==> src/rtl/mem_port_arbiter_pkg.sv <==
// Shared types and sizes for the two-requester (fetch / data) RAM port arbiter.
package mem_port_arbiter_pkg;
    localparam int ADDR_W = 8;
    localparam int DATA_W = 32;
    localparam int BE_W   = DATA_W / 8;

    typedef enum logic {SEL_I = 1'b0, SEL_D = 1'b1} rsp_sel_e;
    typedef enum logic {IDLE = 1'b0, RESP = 1'b1} state_e;
endpackage

==> src/rtl/mem_port_prio.sv <==
// Combinational D-over-I priority picker with a streak counter that forces a
// pending fetch through after MAX_D_STREAK consecutive data grants.
module mem_port_prio
    import mem_port_arbiter_pkg::*;
#(
    parameter int MAX_D_STREAK = 3
) (
    input  logic clk,
    input  logic reset,
    input  logic i_req,
    input  logic d_req,
    output logic grant_i,
    output logic grant_d
);
    localparam int CNT_W = $clog2(MAX_D_STREAK + 1);
    localparam logic [CNT_W-1:0] STREAK_MAX = CNT_W'(MAX_D_STREAK);

    logic [CNT_W-1:0] streak_q;
    logic [CNT_W-1:0] streak_d;
    logic             i_forced;

    assign i_forced = i_req && (streak_q == STREAK_MAX);

    always_comb begin
        grant_i  = 1'b0;
        grant_d  = 1'b0;
        streak_d = streak_q;
        if (!reset) begin
            if (d_req && !i_forced) begin
                grant_d = 1'b1;
            end else if (i_req) begin
                grant_i = 1'b1;
            end
        end
        // The streak only counts data grants that actually held a fetch back.
        if (grant_i || !i_req) begin
            streak_d = '0;
        end else if (grant_d && streak_q != STREAK_MAX) begin
            streak_d = streak_q + 1'b1;
        end
    end

    always_ff @(posedge clk) begin
        if (reset) begin
            streak_q <= '0;
        end else begin
            streak_q <= streak_d;
        end
    end
endmodule

==> src/rtl/mem_port_arbiter.sv <==
// Shares one single-port synchronous RAM between the fetch (I) and data (D)
// ports with an OBI-style req/gnt/rvalid handshake, one access per cycle.
module mem_port_arbiter
    import mem_port_arbiter_pkg::*;
#(
    parameter int MAX_D_STREAK = 3
) (
    input  logic              clk,
    input  logic              reset,
    input  logic              i_req,
    input  logic [ADDR_W-1:0] i_addr,
    output logic              i_gnt,
    output logic              i_rvalid,
    output logic [DATA_W-1:0] i_rdata,
    input  logic              d_req,
    input  logic [BE_W-1:0]   d_we,
    input  logic [ADDR_W-1:0] d_addr,
    input  logic [DATA_W-1:0] d_wdata,
    output logic              d_gnt,
    output logic              d_rvalid,
    output logic [DATA_W-1:0] d_rdata,
    output logic              ram_en,
    output logic [BE_W-1:0]   ram_we,
    output logic [ADDR_W-1:0] ram_addr,
    output logic [DATA_W-1:0] ram_wdata,
    input  logic [DATA_W-1:0] ram_rdata
);
    logic     grant_i;
    logic     grant_d;
    logic     any_grant;
    state_e   state_q, state_d;
    rsp_sel_e rsp_sel_q, rsp_sel_d;
    logic     rsp_wr_q, rsp_wr_d;
    logic     rsp_valid;

    mem_port_prio #(
        .MAX_D_STREAK(MAX_D_STREAK)
    ) u_prio (
        .clk    (clk),
        .reset  (reset),
        .i_req  (i_req),
        .d_req  (d_req),
        .grant_i(grant_i),
        .grant_d(grant_d)
    );

    assign any_grant = grant_i | grant_d;
    assign i_gnt     = grant_i;
    assign d_gnt     = grant_d;

    assign ram_en    = any_grant;
    assign ram_we    = grant_d ? d_we : '0;
    assign ram_addr  = grant_d ? d_addr : (grant_i ? i_addr : '0);
    assign ram_wdata = any_grant ? d_wdata : '0;

    always_comb begin
        state_d   = state_q;
        rsp_sel_d = rsp_sel_q;
        rsp_wr_d  = rsp_wr_q;
        case (state_q)
            IDLE:    state_d = any_grant ? RESP : IDLE;
            RESP:    state_d = any_grant ? RESP : IDLE;
            default: state_d = IDLE;
        endcase
        if (any_grant) begin
            rsp_sel_d = grant_d ? SEL_D : SEL_I;
            rsp_wr_d  = grant_d & (|d_we);
        end
    end

    always_ff @(posedge clk) begin
        if (reset) begin
            state_q   <= IDLE;
            rsp_sel_q <= SEL_I;
            rsp_wr_q  <= 1'b0;
        end else begin
            state_q   <= state_d;
            rsp_sel_q <= rsp_sel_d;
            rsp_wr_q  <= rsp_wr_d;
        end
    end

    // A response is pending in exactly the cycle after a grant; write responses carry no data.
    assign rsp_valid = (state_q == RESP);
    assign i_rvalid  = rsp_valid && (rsp_sel_q == SEL_I);
    assign d_rvalid  = rsp_valid && (rsp_sel_q == SEL_D);
    assign i_rdata   = i_rvalid ? ram_rdata : '0;
    assign d_rdata   = (d_rvalid && !rsp_wr_q) ? ram_rdata : '0;
endmodule

==> config.mk <==
export PLATFORM = sky130hd
export DESIGN_NAME = mem_port_arbiter
export DESIGN_NICKNAME = d
export VERILOG_FILES = /design/src/rtl/mem_port_arbiter_pkg.sv /design/src/rtl/mem_port_prio.sv /design/src/rtl/mem_port_arbiter.sv
export SDC_FILE = /design/constraint.sdc
export NUM_CORES = 1
export LEC_CHECK = 0
export BUFFER_PORTS_ARGS = -buffer_cell sky130_fd_sc_hd__buf_2
export CORE_AREA = 2 2 79 81
export DETAILED_ROUTE_END_ITERATION = 8
export DIE_AREA = 0 0 81 83
export PLACE_DENSITY = 0.7
export RECOVER_POWER = 50
export SLEW_MARGIN = 20
export SYNTH_ARGS = -nofsm -noshare
export SYNTH_HDL_FRONTEND = slang
export SYNTH_SLANG_ARGS = --single-unit
==> constraint.sdc <==
create_clock -name clk -period 1.5 [get_ports clk]
set_input_delay 0.075 -clock clk [delete_from_list [all_inputs] [get_ports clk]]
set_output_delay 0.075 -clock clk [all_outputs]
set_load 0.03 [all_outputs]
==> flow_summary.toml <==
[run_status]
outcome = "finished, final reports clean"

[timing]
post-route-period-util_pct = 98.1
tightest_slew_ns = 0.474
max_slew_margin_pct = 68.3
finalSetupViolCount = 0
setup_slack_ns = 0.0279
fmax_mhz = 679
rsz0062_at_grt = "true"
drv_slew = 0
hold_violations = 0
hold_ws_ns = 0.164
fin_skew_ns = 0.00210
fin_crit_ns = 1.47

[route]
drt_iter0_drc = 30
drt_wl_total_um = 4730
wl_per_cell_um = 11.3
vias = 1679
antenna_left = 0
drcViolationCount = 0
dr.pass1.iters = 4
drt-vias-per-instance = 4.03

[global_routing]
grt_pass1_wl_um = 6560
antenna_found_initial = 0
grt_pass1_vias = 1455
grt_usage_pct = 12.3
grt_max_degree = 34
grt_overflow = 0

[final_layout]
fill_cells = 590
regArea_um2 = 103
nets = 432
syn_to_final_growth_pct = 122
layout_commonest_cell = "buf_2"
fin_area_um2 = 2300
diodes = 0
multiInputGateArea_um2 = 927
layout_common_cells = "172 x buf_2, 97 x and2_1, 11 x buf_4"
drive_above_1_share_pct = 66.7

[logic_synthesis]
synthCells = 145
postSynthAreaPerCell_um2 = 7.14
synth_edf_count = 0
synthDistinctLibCells = 26
synth_flop_cell = "dfxtp_1"
yosysTopAreaCell = "and2_1"
yosys_warnings = 0
synth_nets = 234
synth_top_area_share_pct = 58.6
syn-cell-area_um2 = 1040
yosysSeqAreaShare_pct = 9.66
synthArstFlopShare_pct = 0
synth.area.top_cells = "and2_1 59%, dfxtp_1 9.7%, a22o_2 7.7%"
ys_seq_elements = 5

[cts]
htreeDepth = 1
clkSinkCount = 5
cts_tree = "yes"
cts_buffers = 3
cts_buffer_depth = 2
path_clk_slew_ns = 0.03
cts-root-buf = "clkbuf_8"
cts_setup_buffers = 0
clk_latency_ns = 0.22

[worst_setup_path]
reg2reg_depth = 4
crit_arrival_ns = 1.40
crit_fanout = 7
critPathRequiredTime_ns = 1.42
start_kind = "register"
crit_type = "register to output port"
reg2reg_slack_ns = 0.35
endpoint_kind = "output port"
reg2reg_from = "u_prio.streak_q[0]$_SDFFE_PP0P_"
timing.rr.end = "u_prio.streak_q[0]$_SDFFE_PP0P_"

[die]
fp.dieH_um = 83
placementRows = 28
die_w_um = 81
coreArea_um2 = 5820
initial_core_util_pct = 17.8
io_pins = 201
dieArea_um2 = 6720

[hold_path]
hold_start = "d_req"
holdPathEnd = "rsp_valid$_SDFF_PP0_"
hold_path_class = "primary input to register"
hold_depth = 3

[job]
drv_cap = 0

[power]
irDropWorstVdd_v = 0.000195
p_leak_nw = 1.42
powerDensity_nw_per_um2 = 494

[placed_design]
gp_congestion = 0.777
port_buffers = 200
dp_hpwl_um = 3940
pre_cts_ws_ns = 0.105
post_dp_cell_area_um2 = 2100
-- worst max-delay path, cell delays in order, from the launching register on --
cell and delay, ns:
dfxtp_2 0.35, ha_4 0.17, nand2_4 0.07, and2_4 0.18, a22o_2 0.27, buf_6 0.14
-- power by group --
part | switching (mW) | internal [mW]
Clock | 0.0662 | 0.182
Combinational | 0.451 | 0.290
Sequential | 0.00383 | 0.141
-- cell type report --
class,instances,share of cell area [%]
flip-flops and latches,5,4.47
clock buffers,4,1.96
multi-input cells,130,40.4
inverters,1,0.163
repair buffers,202,49.0
well taps,75,4.08
-- state kept, by name, indices dropped and copies added, names as in the netlist --
| name | cells |
|---|---|
| u_prio.streak_q | 2 |
| rsp_sel_q | 1 |
| rsp_wr_q | 1 |
| rsp_valid | 1 |
-- how the worst max path moves through the flow --
stage / start / to / slack (ns)
CTS: u_prio.streak_q[1]$_SDFFE_PP0P_ / ram_addr[0] / 0.009
finish: u_prio.streak_q[0]$_SDFFE_PP0P_ / ram_addr[7] / 0.03
global route: u_prio.streak_q[0]$_SDFFE_PP0P_ / ram_addr[7] / -0.02
global placement: u_prio.streak_q[0]$_SDFFE_PP0P_ / ram_addr[4] / 0.15
floorplan: u_prio.streak_q[0]$_SDFFE_PP0P_ / ram_addr[0] / 0.04
detailed placement: u_prio.streak_q[0]$_SDFFE_PP0P_ / ram_addr[0] / 0.10
-- cell families after synthesis --
logic type / after synthesis / synth area share (%)
adders and majority gates: 1 / 1.21
AOI/OAI and AO/OA: 11 / 9.42
DFF: 5 / 9.66
and+or+nand+nor: 116 / 74.0
buffers and inverters: 12 / 5.68
-- metal layers --
metal / track usage, % / up-vias / part of all wire [%] / wire length [um]
li1: - / 858 / - / -
met1: 11.7 / 693 / 35 / 1650
met2: 23.9 / 120 / 52 / 2440
met3: 4.24 / 8 / 12 / 580
met4: 3.54 / 0 / 1.3 / 61
met5: 0 / - / 0 / 0
-- through the flow --
stage | setup TNS [ns] | util [%] | total power, mW | cells
6_report | 0 | 39.5 | 1.13 | 417
2_1_floorplan | 0 | - | 0.594 | 145
3_5_place_dp | 0 | 36.2 | 0.854 | 411
5_1_grt | -0.0771 | 39.5 | 1.20 | 417
4_1_cts | 0 | 37.8 | 1.12 | 416
3_3_place_gp | 0 | 36.2 | 0.846 | 411
-- synthesized netlist by cell type, drive strengths merged (2+ instances only) --
cell type	instances
a21oi	2
dfxtp	5
nor2b	3
buf	4
a22o	8
nor2	3
clkbuf	7
and2	98
and3	4
-- repair_timing --
action | 4_1_cts | 5_1_grt
hold buffers | 0 | 0
pin swaps | 2 | 8
gates cloned | 1 | 1
setup endpoints to repair | 9 | 27
resized for setup | 11 | 45
Power figures use the tool's default switching activity.
